`src/rtl/ftdi_laser_framer.sv`:
```
// ftdi_laser_framer: wraps PKT_BYTES-byte blocks from the FTDI read queue into
// sync/seq/payload[/checksum] frames on a byte valid/ready stream.
// Optional trailing checksum byte: define LDROP_TX_CHECKSUM_EN.
module ftdi_laser_framer #(
   parameter int         PKT_BYTES = 1024,
   parameter logic [7:0] SYNC0     = 8'hAA,
   parameter logic [7:0] SYNC1     = 8'h55
) (
   input  logic        clock,
   input  logic        reset,
   input  logic        clear,
   input  logic        en,
   input  logic [16:0] rd_qsize,
   input  logic        rdq_empty,
   input  logic [7:0]  data_rd,
   output logic        rdreq,
   output logic [7:0]  out_data,
   output logic        out_valid,
   input  logic        out_ready,
   output logic        frame_done,
   output logic        busy,
   output logic [15:0] frames_sent
);
   typedef enum logic [2:0] {
      IDLE, HDR0, HDR1, HDR_SEQ, PAY_REQ, PAY_LAT, PAY_OUT
`ifdef LDROP_TX_CHECKSUM_EN
      , TRAIL
`endif
   } state_t;

   state_t      state, state_n;
   logic [7:0]  seq, pay;
   logic [10:0] cnt;
   logic        pay_last;
`ifdef LDROP_TX_CHECKSUM_EN
   logic [7:0]  chk;
`endif

   assign pay_last = cnt == 11'(PKT_BYTES - 1);
   assign busy     = state != IDLE;

   // Next state and stream outputs; clear suppresses pops and completion.
   always_comb begin
      state_n    = state;
      rdreq      = 1'b0;
      out_valid  = 1'b0;
      out_data   = 8'h00;
      frame_done = 1'b0;
      case (state)
         IDLE:    if (en && rd_qsize >= 17'(PKT_BYTES)) state_n = HDR0;
         HDR0: begin
            out_valid = 1'b1;
            out_data  = SYNC0;
            if (out_ready) state_n = HDR1;
         end
         HDR1: begin
            out_valid = 1'b1;
            out_data  = SYNC1;
            if (out_ready) state_n = HDR_SEQ;
         end
         HDR_SEQ: begin
            out_valid = 1'b1;
            out_data  = seq;
            if (out_ready) state_n = PAY_REQ;
         end
         PAY_REQ: begin
            rdreq = !rdq_empty;
            if (!rdq_empty) state_n = PAY_LAT;
         end
         PAY_LAT: state_n = PAY_OUT;
         PAY_OUT: begin
            out_valid = 1'b1;
            out_data  = pay;
            if (out_ready) begin
`ifdef LDROP_TX_CHECKSUM_EN
               state_n = pay_last ? TRAIL : PAY_REQ;
`else
               state_n    = pay_last ? IDLE : PAY_REQ;
               frame_done = pay_last;
`endif
            end
         end
`ifdef LDROP_TX_CHECKSUM_EN
         TRAIL: begin
            out_valid  = 1'b1;
            out_data   = chk;
            frame_done = out_ready;
            if (out_ready) state_n = IDLE;
         end
`endif
         default: state_n = IDLE;
      endcase
      if (clear) begin
         state_n    = IDLE;
         rdreq      = 1'b0;
         frame_done = 1'b0;
      end
   end

   // State, payload datapath and frame bookkeeping.
   always_ff @(posedge clock or posedge reset) begin
      if (reset) begin
         state       <= IDLE;
         seq         <= 8'h00;
         pay         <= 8'h00;
         cnt         <= 11'd0;
         frames_sent <= 16'd0;
`ifdef LDROP_TX_CHECKSUM_EN
         chk         <= 8'h00;
`endif
      end else if (clear) begin
         state       <= IDLE;
         seq         <= 8'h00;
         pay         <= 8'h00;
         cnt         <= 11'd0;
         frames_sent <= 16'd0;
`ifdef LDROP_TX_CHECKSUM_EN
         chk         <= 8'h00;
`endif
      end else begin
         state <= state_n;
         if (state == IDLE) begin
            cnt <= 11'd0;
`ifdef LDROP_TX_CHECKSUM_EN
            chk <= seq;
`endif
         end
         if (state == PAY_LAT) begin
            pay <= data_rd;
`ifdef LDROP_TX_CHECKSUM_EN
            chk <= chk + data_rd;
`endif
         end
         if (state == PAY_OUT && out_ready && !pay_last) cnt <= cnt + 11'd1;
         if (frame_done) begin
            seq         <= seq + 8'd1;
            frames_sent <= frames_sent + 16'd1;
         end
      end
   end
endmodule

```
`config.mk`:
```
export PLATFORM = sky130hd
export DESIGN_NAME = ftdi_laser_framer
export DESIGN_NICKNAME = d
export VERILOG_FILES = /design/src/rtl/ftdi_laser_framer.sv
export SDC_FILE = /design/constraint.sdc
export NUM_CORES = 1
export LEC_CHECK = 0
export CORE_MARGIN = 2
export CORE_UTILIZATION = 45
export CTS_CLUSTER_DIAMETER = 150
export DETAILED_ROUTE_END_ITERATION = 12
export HOLD_SLACK_MARGIN = 0.15
export PLACE_DENSITY = 0.75
export RECOVER_POWER = 25
export SLEW_MARGIN = 20
export SYNTH_ARGS = -nofsm -noshare
export SYNTH_HDL_FRONTEND = slang
export SYNTH_SLANG_ARGS = --single-unit
```
`constraint.sdc`:
```
create_clock -name clock -period 2.25 [get_ports clock]
set_input_delay 0.675 -clock clock [delete_from_list [all_inputs] [get_ports clock]]
set_output_delay 0.675 -clock clock [all_outputs]
set_load 0.005 [all_outputs]
```
# Word-level counts from Yosys, hierarchy flattened
# Index checks and enable logic that the tools add are counted.
[word_totals]
reg_bits = 46
latch_bits = 0
mem_bits_rw = 0
romBits = 0
in_bits = 31
output_inout_bits = 28
word_cells = 59
n_memories = 0
[classes]
addsub = 3
mul = 0
n_div = 0
order_cmp = 1
eq_ne = 13
n_shift = 0
mux = 25
bitwise_logic = 0
reduce_logical = 12
[op_table]
columns = ["cell", "n"]
rows = [
  ["$mux W11", 3],
  ["$mux W16", 2],
  ["$mux W8", 4],
  ["$pmux W8 S4", 1],
  ["$mux W3", 8],
  ["$pmux W3 S7", 1],
  ["$ne A3 B3 Y1 const B", 6],
  ["$ge A17 B11 Y1 const B", 1],
  ["$add A16 B1 Y16 const B", 1],
  ["$add A11 B1 Y11 const B", 1],
  ["$eq A11 B10 Y1 const B", 1],
  ["$eq A3 B3 Y1 const B", 3],
  ["$add A8 B1 Y8 const B", 1],
  ["$eq A3 B2 Y1 const B", 2],
  ["$mux W1", 6],
  ["$reduce_and A6 Y1", 1],
  ["$reduce_bool A3 Y1", 2],
  ["$reduce_bool A2 Y1", 2],
  ["$reduce_or A4 Y1", 1],
  ["$eq A3 B1 Y1 const B", 1],
  ["$logic_and A1 B1 Y1", 3],
  ["$logic_not A3 Y1", 1],
  ["$logic_not A1 Y1", 2],
]

# Logic depth before layout (Yosys ltp)
# Gate-level depths: netlist of run 1.
[depth]
depth_word = 6
ltp_mapped = 8
ltp_nobuf = 5

# Least setup slack after synthesis of run 1
# OpenSTA, ideal clock, no wires.
[synth_path]
path_kind = "input port to flip-flop"
startpoint = "input out_ready"
endpoint = "register frames_sent[5]"
setup_ns = 0.078
arrival_ns = 2.270
required_ns = 2.172
slack_ns = -0.098
cell_stages = 6
n_path_buf = 2
path_cell_list = "buf_2 -> nand4b_2 -> or4_1 -> clkbuf_2 -> or4_1 -> a21oi_1"
[synth_between]
elab_chain_len = 4
[synth_rtl]
columns = ["item", "line_no", "text"]
rows = [
  ["from (decl)", "19", "input logic out_ready,"],
  ["$mux W1", "74", "if (out_ready) begin"],
  ["$mux W1", "49", "case (state)"],
  ["$mux W1", "93", "if (clear) begin"],
  ["$reduce_bool A2 Y1 (no line)", "n/a", ""],
  ["to (signal assigned)", "137", "frames_sent <= frames_sent + 16'd1;"],
  ["to (decl)", "22", "output logic [15:0] frames_sent"],
]
# Every way passes these cells.
# A chain may end at the register's enable or synchronous reset.

# Worst setup path in the final report of run 1
[layout_path]
startpoint = "register state[0]"
endpoint = "output busy"
[layout_between]
elab_chain_len = 1
[layout_rtl]
columns = ["item", "line_no", "text"]
rows = [
  ["from (decl)", "31", "state_t state, state_n;"],
  ["from (signal assigned)", "121", "state <= state_n;"],
  ["$reduce_bool A3 Y1", "40", "assign busy = state != IDLE;"],
  ["to (decl)", "21", "output logic busy,"],
]
# Every way passes these cells.

==> summary.txt, run 1 <==
Pwr
  • Peak VDD IR: 0.341 mV
  • Pleak: 0.00160 uW
  • Power density cells: 425 mW/mm^2

Placed design
  • I/O Buffers: 48
  • Cell Area, Placed: 0.00351 sq mm
  • Dpl ws: -652 ps
  • Final Wtd Congestion: 0.952
  • Final HPWL DP: 4730 um

Layout
  • Fillers: 504
  • Ant. Diodes: 0
  • Synth-to-Final Area Change: 39.1%
  • Nets: 427
  • Layout cell share with drive strength beyond 1: 23.1%
  • Cell area after layout: 0.00375 sq mm

Global routing
  • Largest net degree at the start of global routing: 47
  • Initial antenna violation count: 0
  • Vias in the first global route: 2565
  • Global-route wire length before repair: 11700 um
  • Overall Global Routing Usage: 22.8%
  • GRT overflow: 0

STA
  • RSZ-0062 raised after global routing: true
  • Final slew viol count: 0
  • Clock Skew: 7.76 ps
  • Setup_tns: 0 ps
  • Max_slew headroom: 20.0%
  • # setup viols final: 0
  • Peak Freq: 450 MHz
  • Tcrit/Tclk final: 98.9%
  • Tmin final: 2220 ps
  • Final Hold Fails: 0
  • Least-Margin Pin Slew: 1200 ps
  • Final worst-path setup slack: 25.8 ps
  • Hold WS: 533 ps

Hold path
  • Worst hold start: pay[2]
  • Hold path cells: 2
  • Worst min-delay path class: register to register
  • Hold path endpoint: pay[2]

Logic synthesis
  • Sequential element share of the synthesized area: 42.7%
  • Count leader, synth: dfrtp_1
  • Syn_nets: 336
  • EDFF count, synth: 0
  • Largest area contributor in the synthesized netlist: dfrtp_1
  • Synth Instances: 302
  • Synth cell types: 42
  • Synth area leaders: dfrtp_1, a21oi_1, or4_1
  • Synth Area per Inst: 8.94 sq um
  • Cell Area, Synth: 0.00270 sq mm
  • FFs w/ async S/R, synth: 100%
  • Main synth FF type: dfrtp_1
  • Yosys top cell area share: 42.7%
  • Top cells by count, synth: dfrtp_1, nand2_1, nor2_1
  • Register bit total from synthesis: 46
  • Syn. warnings: 0

CTS
  • Clock Latency Late Sink: 310 ps
  • Worst-path clk slew: 90 ps
  • Clk root buf: clkbuf_8
  • Cts bufs inserted: 5
  • H-tree Lvls: 2
  • Clock Sink Count: 46
  • Clock Tree Buf Depth: 2
  • CTS tree: yes

Drt
  • First DRT Iteration DRCs: 191
  • Total number of vias: 2738
  • DRC violations left: 0
  • Per-cell routed wire length: 16.0 um
  • Antenna Violating Nets Remaining: 0
  • Drt pass-1 iters: 4
  • Final WL: 7520 um
  • Vias/cell: 5.84

Critical path
  • Crit-path max FO: 10
  • Critical path launch point type: register
  • Setup crit end kind: output port
  • Reg-to-Reg End: frames_sent[7]
  • Origin of the critical flop-to-flop path: cnt[1]
  • R2R setup slack: 40 ps
  • Critical path type: register to output port
  • Crit path from: state[0]
  • Worst reg2reg path depth: 5
  • CP required: 1570 ps
  • Crit path DAT: 1550 ps

Floorplanning
  • Die area: 0.00663 sq mm
  • Die X: 81.4 um
  • Cell row count: 28
  • Initial core utilization: 46.1%
  • I/O pins: 59
  • Die height: 81.4 um
  • Placeable Area: 0.00585 sq mm

Status
  • Outcome: complete, no violations

Run
  • Max-Cap Viols: 0
[per-stage QoR]
step	power (uW)	instances	utilization [%]
final	1590	469	64.2
after global routing	1650	469	64.2
after CTS	1600	467	63.5
after detailed placement	1060	445	60.0
after global placement	1050	445	60.0
after floorplan	940	302	-
[cell type report]
type / instances / area [sq um] / share of cell area (%)
multi-input cells: 223 / 1480 / 39.4
flip-flops and latches: 46 / 1150 / 30.7
repair buffers: 103 / 881 / 23.5
well taps: 75 / 93.8 / 2.50
clock buffers: 6 / 82.6 / 2.20
inverters: 14 / 52.6 / 1.40
clock inverters: 2 / 12.5 / 0.333
[how the worst max path moves through the flow]
stage | depth (start not counted) | end | slack (ps)
after floorplan | 6 | seq[5] | 4
after detailed placement | 5 | frame_done | -650
after global placement | 5 | frame_done | -650
after CTS | 5 | frame_done | -8
after global routing | 3 | busy | -20
final | 3 | busy | 30
[per-layer routing]
layer / global-route usage [%] / part of all wire (%) / vias up
li1: - / - / 1312
met3: 5.16 / 5.9 / 16
met2: 39.8 / 50 / 90
met5: 0 / 0 / -
met1: 27.9 / 42 / 1320
met4: 7.46 / 2.0 / 0
[power breakdown]
| part | internal, uW | total, uW | switching, uW |
|---|---|---|---|
| Combinational | 109 | 208 | 98.7 |
| Clock | 248 | 551 | 303 |
| Sequential | 830 | 835 | 4.91 |
[worst max-delay path, stage by stage, from the launching register on]
cell and delay (ps):
dfrtp_1 410, buf_4 180, or3_4 380, dlygate4sd2_1 270
[cells by family after synthesis]
family          synth area share, %
simple gates                   26.7
compound gates                 18.1
flops                          42.7
buf+inv                        5.15
mux                            5.42
fa+ha+maj                      1.39
xor+xnor                      0.649
[state kept, by name, summed over array words and instances (netlist names)]
| signal | cells |
|---|---|
| cnt | 11 |
| frames_sent | 16 |
| pay | 8 |
| seq | 8 |
| state | 3 |
[placed cells by master, fill, tap and decap left out, types with 6 or more instances in the layout]
cell	n
o221ai_1	6
a21oi_1	18
dlygate4sd2_1	8
clkbuf_8	6
nand3_1	16
dfrtp_1	44
or4_1	11
o21ai_0	11
clkdlybuf4s50_1	33
nor4_1	6
nand4_1	11
inv_1	11
o31ai_1	11
nor2_1	21
nand2_1	25
buf_4	50
mux2i_1	9
[timing repair]
item                                    in CTS  in global routing
endpoints found under the setup margin      28                 16
cloned                                       0                  1
gates resized for setup                     34                 15
hold buffers                                 0                  0
setup buffers                               14                  2
pin swaps                                    4                  6
(Power assumes the default switching activity.)
==> inputs of run 2 (changes only) <==
--- a/config.mk
+++ b/config.mk
@@ -9,6 +9,7 @@
 export CORE_UTILIZATION = 45
 export CTS_CLUSTER_DIAMETER = 150
 export DETAILED_ROUTE_END_ITERATION = 12
+export GPL_TIMING_DRIVEN = 0
 export HOLD_SLACK_MARGIN = 0.15
 export PLACE_DENSITY = 0.75
 export RECOVER_POWER = 25
==> run 2 against run 1 <==
  * Utilization decreased by 2.0 points
  * Cell area shrank 3.1%
  * Hold slack improved by 1.4 ps
  * Combinational power about the same
  * Largest power group unchanged
  * First-iteration DRC count grew 9.4%
  * Clock skew hardly changed
  * Critical path depth rose by 3
==> summary.txt, run 2 (synthesis results as in run 1) <==
Global routing
  • Overall Global Routing Usage: 22.7% (was 22.8%)
  • GRT overflow: 0 (unchanged)
  • Vias in the first global route: 2528 (was 2565)
  • Global-route wire length before repair: 11700 um (about the same)
  • Initial antenna violation count: 0 (unchanged)
  • Largest net degree at the start of global routing: 34 (was 47)

Critical path
  • Critical path launch point type: register (unchanged)
  • Reg-to-Reg End: seq[5] (was frames_sent[7])
  • Crit path DAT: 1520 ps (was 1550 ps)
  • Worst reg2reg path depth: 6 (was 5)
  • Crit-path max FO: 3 (was 10)
  • Crit path from: state[0] (unchanged)
  • Crit path to: out_data[3] (was busy)
  • R2R setup slack: 100 ps (was 40 ps)
  • Setup crit end kind: output port (unchanged)
  • Origin of the critical flop-to-flop path: cnt[2] (was cnt[1])
  • CP required: 1570 ps (about the same)
  • Critical path type: register to output port (unchanged)

Drt
  • First DRT Iteration DRCs: 209 (was 191)
  • Drt pass-1 iters: 6 (was 4)
  • DRC violations left: 0 (unchanged)
  • Per-cell routed wire length: 15.7 um (was 16.0 um)
  • Antenna Violating Nets Remaining: 0 (unchanged)
  • Total number of vias: 2611 (was 2738)
  • Vias/cell: 5.83 (was 5.84)
  • Final WL: 7040 um (was 7520 um)

STA
  • Final Hold Fails: 0 (unchanged)
  • RSZ-0062 raised after global routing: true (unchanged)
  • Clock Skew: 7.54 ps (was 7.76 ps)
  • Peak Freq: 455 MHz (was 450 MHz)
  • Least-Margin Pin Slew: 678 ps (was 1200 ps)
  • # setup viols final: 0 (unchanged)
  • Tcrit/Tclk final: 97.8% (was 98.9%)
  • Max_slew headroom: 54.4% (was 20.0%)
  • Final slew viol count: 0 (unchanged)
  • Tmin final: 2200 ps (was 2220 ps)

Pwr
  • Peak VDD IR: 0.229 mV (was 0.341 mV)
  • Power Total: 1570 uW (was 1590 uW)
  • Pleak: 0.00151 uW (was 0.00160 uW)
  • Power density cells: 432 mW/mm^2 (was 425 mW/mm^2)

Layout
  • Largest register FFs: 16 (unchanged)
  • Biggest regs: frames_sent: 16 flops, cnt: 11 flops (unchanged)
  • Ant. Diodes: 0 (unchanged)
  • Register with the most flip-flops: frames_sent (unchanged)
  • Most common cell after layout, fill and taps aside: dfrtp_1 (was buf_4)
  • Commonest non-fill, non-tap cells in the layout: dfrtp_1, clkdlybuf4s50_1, nand2_1 (was buf_4, dfrtp_1, clkdlybuf4s50_1)
  • Util after Layout: 62.2% (was 64.2%)
  • Synth-to-Final Area Change: 34.8% (was 39.1%)
  • Nets: 406 (was 427)
  • Non-Filler Instances: 448 (was 469)
  • Layout cell share with drive strength beyond 1: 20.1% (was 23.1%)

Floorplanning
  • Die height: 81.4 um (unchanged)
  • Die X: 81.4 um (unchanged)
  • I/O pins: 59 (unchanged)
  • Placeable Area: 0.00585 sq mm (unchanged)
  • Initial core utilization: 46.1% (unchanged)
  • Die area: 0.00663 sq mm (unchanged)
  • Cell row count: 28 (unchanged)

CTS
  • CTS tree: yes (unchanged)
  • Clock Tree Buf Depth: 2 (unchanged)
  • Clock Sink Count: 46 (unchanged)
  • Post-CTS Hold Buffers: 0 (unchanged)
  • Clock Latency Late Sink: 300 ps (was 310 ps)
  • Cts bufs inserted: 5 (unchanged)
  • Worst-path clk slew: 80 ps (was 90 ps)
  • H-tree Lvls: 2 (unchanged)
  • Clk root buf: clkbuf_8 (unchanged)

Placed design
  • I/O Buffers: 47 (was 48)
  • Final HPWL DP: 4740 um (was 4730 um)
  • Cells after DPL: 425 (was 445)
  • Final Wtd Congestion: 0.822 (was 0.952)

Hold path
  • Worst min-delay path class: register to register (unchanged)

Status
  • Outcome: complete, no violations (unchanged)

Run
  • Max-Cap Viols: 0 (unchanged)
==> run 2: cell types whose count changed in the layout (fill, tap and decap cells not counted), moves of 4 or more <==
cell / delta
clkbuf_1: +8
buf_4: -33
dlygate4sd2_1: -5
dfrtp_1: -7
buf_2: +4
dfrtp_2: +7
clkbuf_8: +5
==> run 2: what timing repair did <==
| item | in CTS | in global routing |
|---|---|---|
| endpoints found under the setup margin | 43 | 25 |
| gates cloned | 0 | 0 |
| buffers inserted | 11 | 5 |
| pin swaps | 5 | 10 |
| resized for setup | 67 | 32 |
==> run 2: where the power goes <==
group | switching, uW | internal [uW] | leakage (uW)
registers | 3.95 | 830 | 0.000627
clock network | 285 | 248 | 0.0000482
logic | 101 | 106 | 0.000831
==> run 2: worst min-delay path by stage <==
| stage | from | to | slack, ps | cells past startpoint |
|---|---|---|---|---|
| 2_1_floorplan | pay[0] | pay[0] | 490 | 2 |
| 3_3_place_gp | pay[4] | pay[4] | 500 | 2 |
| 3_5_place_dp | pay[2] | pay[2] | 520 | 2 |
| 4_1_cts | pay[2] | pay[2] | 540 | 2 |
| 5_1_grt | pay[6] | pay[6] | 560 | 2 |
| 6_report | pay[2] | pay[2] | 530 | 2 |
==> run 2: cell type report <==
cell class              count  area (sq um)
plain buffers              19           163
fillers                   501          2210
clock buffers               7          86.3
clock inverters             1          5.00
repair buffers             64           573
well taps                  75          93.8
inverters                  14          55.1
flip-flops and latches     46          1160
multi-input cells         222          1500
==> run 2: metrics by stage <==
stage | setup TNS (ps) | area, sq um | hold slack, ps | setup WS, ps
after floorplan | 0 | 2720 | 489 | 4.28
after global placement | -30840 | 3280 | 504 | -1050
after detailed placement | -8240 | 3300 | 516 | -1030
after CTS | -169 | 3600 | 538 | -57.3
after global routing | -0.231 | 3640 | 561 | -0.231
final | 0 | 3640 | 534 | 50.5
==> run 2: critical path: stages (launching register included) <==
cell,delay [ps]
dfrtp_1,400
clkbuf_8,160
inv_4,40
and3_4,170
buf_6,110
a22o_1,220
clkbuf_2,110
==> run 2: layer usage <==
layer  global-route usage, %  part of all wire (%)  routed length [um]  vias up
li1                        -                     -                   -     1263
met1                    29.6                    45                3200     1260
met2                    38.1                    48                3410       79
met3                    4.29                   4.7                 331        9
met4                    6.95                   1.4                 101        0
met5                       0                     0                   0        -
==> inputs of run 3 (changes only) <==
--- a/config.mk
+++ b/config.mk
@@ -9,7 +9,6 @@
 export CORE_UTILIZATION = 45
 export CTS_CLUSTER_DIAMETER = 150
 export DETAILED_ROUTE_END_ITERATION = 12
-export GPL_TIMING_DRIVEN = 0
 export HOLD_SLACK_MARGIN = 0.15
 export PLACE_DENSITY = 0.75
 export RECOVER_POWER = 25
==> constraint.sdc (replaced) <==
create_clock -name clock -period 2.25 [get_ports clock]
set_input_delay 0.675 -clock clock [delete_from_list [all_inputs] [get_ports clock]]
set_output_delay 0.675 -clock clock [all_outputs]
set_load 0.1 [all_outputs]
==> run 3 against run 2 <==
  * Register-to-register slack worse by 40 ps
  * Critical path depth down 1
  * Utilization up 5.6 points
  * Global-route usage up 0.22 points
  * Die area unchanged
==> summary.txt, run 3 (synthesis results as in run 1) <==
Layout
  • Register with the most flip-flops: frames_sent (unchanged)
  • Non-Filler Instances: 456 (was 448)
  • Largest register FFs: 16 (unchanged)
  • Nets: 414 (was 406)
  • Ant. Diodes: 0 (unchanged)
  • Fillers: 451 (was 501)
  • Cell area after layout: 0.00397 sq mm (was 0.00364 sq mm)
  • Most common cell after layout, fill and taps aside: buf_4 (was dfrtp_1)
  • Layout cell share with drive strength beyond 1: 30.4% (was 20.1%)
  • Util after Layout: 67.8% (was 62.2%)
  • Biggest regs: frames_sent: 16 flops, cnt: 11 flops (unchanged)
  • Synth-to-Final Area Change: 46.9% (was 34.8%)
  • Commonest non-fill, non-tap cells in the layout: buf_4, dfrtp_1, nand2_1 (was dfrtp_1, clkdlybuf4s50_1, nand2_1)

STA
  • Setup_tns: 0 ps (unchanged)
  • Tcrit/Tclk final: 99.0% (was 97.8%)
  • Tmin final: 2230 ps (was 2200 ps)
  • Final Hold Fails: 0 (unchanged)
  • Peak Freq: 449 MHz (was 455 MHz)
  • Max_slew headroom: 21.8% (was 54.4%)
  • Final slew viol count: 0 (unchanged)
  • Least-Margin Pin Slew: 1170 ps (was 678 ps)
  • # setup viols final: 0 (unchanged)
  • Clock Skew: 9.46 ps (was 7.54 ps)
  • Final worst-path setup slack: 22.2 ps (was 50.5 ps)
  • RSZ-0062 raised after global routing: true (unchanged)

Placed design
  • Final HPWL DP: 4900 um (was 4740 um)
  • Final Wtd Congestion: 0.850 (was 0.822)
  • Dpl ws: -565 ps (was -1030 ps)
  • I/O Buffers: 48 (was 47)
  • Cell Area, Placed: 0.00366 sq mm (was 0.00330 sq mm)
  • Cells after DPL: 434 (was 425)

Critical path
  • Worst reg2reg path depth: 6 (unchanged)
  • R2R setup slack: 60 ps (was 100 ps)
  • Crit path DAT: 1550 ps (was 1520 ps)
  • Critical path launch point type: input pin (was register)
  • Crit-path max FO: 2 (was 3)
  • CP required: 1570 ps (about the same)
  • Reg-to-Reg End: frames_sent[13] (was seq[5])
  • Critical path type: input pin to output port (was register to output port)
  • Origin of the critical flop-to-flop path: state[0] (was cnt[2])
  • Setup crit end kind: output port (unchanged)

Hold path
  • Worst hold start: pay[6] (was pay[2])
  • Hold path cells: 2 (unchanged)
  • Hold path endpoint: pay[6] (was pay[2])
  • Worst min-delay path class: register to register (unchanged)

Pwr
  • Peak VDD IR: 0.294 mV (was 0.229 mV)
  • Power density cells: 469 mW/mm^2 (was 432 mW/mm^2)
  • Pleak: 0.00165 uW (was 0.00151 uW)

CTS
  • Clk root buf: clkbuf_8 (unchanged)
  • Worst-path clk slew: 90 ps (was 80 ps)
  • H-tree Lvls: 2 (unchanged)
  • Clock Sink Count: 46 (unchanged)
  • Clock Tree Buf Depth: 2 (unchanged)
  • Post-CTS Hold Buffers: 0 (unchanged)
  • Cts bufs inserted: 5 (unchanged)
  • CTS tree: yes (unchanged)
  • Clock Latency Late Sink: 310 ps (was 300 ps)

Drt
  • Total number of vias: 2672 (was 2611)
  • First DRT Iteration DRCs: 291 (was 209)
  • Drt pass-1 iters: 4 (was 6)
  • Final WL: 7280 um (was 7040 um)
  • Vias/cell: 5.86 (was 5.83)
  • Antenna Violating Nets Remaining: 0 (unchanged)
  • Per-cell routed wire length: 16.0 um (was 15.7 um)
  • DRC violations left: 0 (unchanged)

Global routing
  • Initial antenna violation count: 0 (unchanged)
  • Overall Global Routing Usage: 22.9% (was 22.7%)
  • GRT overflow: 0 (unchanged)
  • Global-route wire length before repair: 11800 um (was 11700 um)
  • Vias in the first global route: 2509 (was 2528)
  • Largest net degree at the start of global routing: 47 (was 34)

Floorplanning
  • I/O pins: 59 (unchanged)
  • Placeable Area: 0.00585 sq mm (unchanged)
  • Initial core utilization: 46.1% (unchanged)
  • Die X: 81.4 um (unchanged)
  • Die height: 81.4 um (unchanged)
  • Die area: 0.00663 sq mm (unchanged)
  • Cell row count: 28 (unchanged)

Status
  • Outcome: complete, no violations (unchanged)

Run
  • Max-Cap Viols: 0 (unchanged)
## run 3: metal layers
layer | vias up | routed length (um) | track usage, %
met3 | 14 | 325 | 3.96
li1 | 1286 | - | -
met5 | - | 0 | 0
met2 | 82 | 3670 | 39.8
met1 | 1290 | 3180 | 29.2
met4 | 0 | 109 | 6.78
## run 3: worst max path at each step
stage,start,end,slack (ps),cells past startpoint
after CTS,state[0],frame_done,10,4
after floorplan,state[0],out_data[1],-160,4
after global placement,out_ready,frame_done,-520,6
final,out_ready,frame_done,20,5
after global routing,state[0],frame_done,-20,4
after detailed placement,out_ready,frames_sent[14],-570,6
## run 3: power breakdown
group	total, uW	internal [uW]	switching (uW)
clock	616	333	284
sequential	833	830	3.88
combinational	410	159	251
total	1860	1320	539
## run 3: cell type report
| class | instances | area (sq um) | share of cell area (%) |
|---|---|---|---|
| well taps | 75 | 93.8 | 2.37 |
| repair buffers | 91 | 990 | 25.0 |
| inverters | 14 | 52.6 | 1.33 |
| clock buffers | 7 | 76.3 | 1.92 |
| clock inverters | 1 | 30.0 | 0.757 |
| flip-flops and latches | 46 | 1160 | 29.3 |
| multi-input cells | 222 | 1560 | 39.4 |
## run 3: metrics by stage
stage | total power, uW | hold slack, ps
CTS | 1860 | 543
detailed placement | 1250 | 519
finish | 1860 | 536
floorplan | 1090 | 489
global placement | 1250 | 503
global route | 1910 | 551
## run 3: critical path, cell delays in order
cell and delay, ps:
buf_2 120, nand4b_4 130, nor4_4 210, and3_4 240
buf_12 170
## run 3: repair_timing
item | in CTS | in global routing
cloned | 0 | 1
setup buffers | 9 | 5
resized for setup | 21 | 15
setup endpoints to repair | 23 | 12
pin swaps | 5 | 6
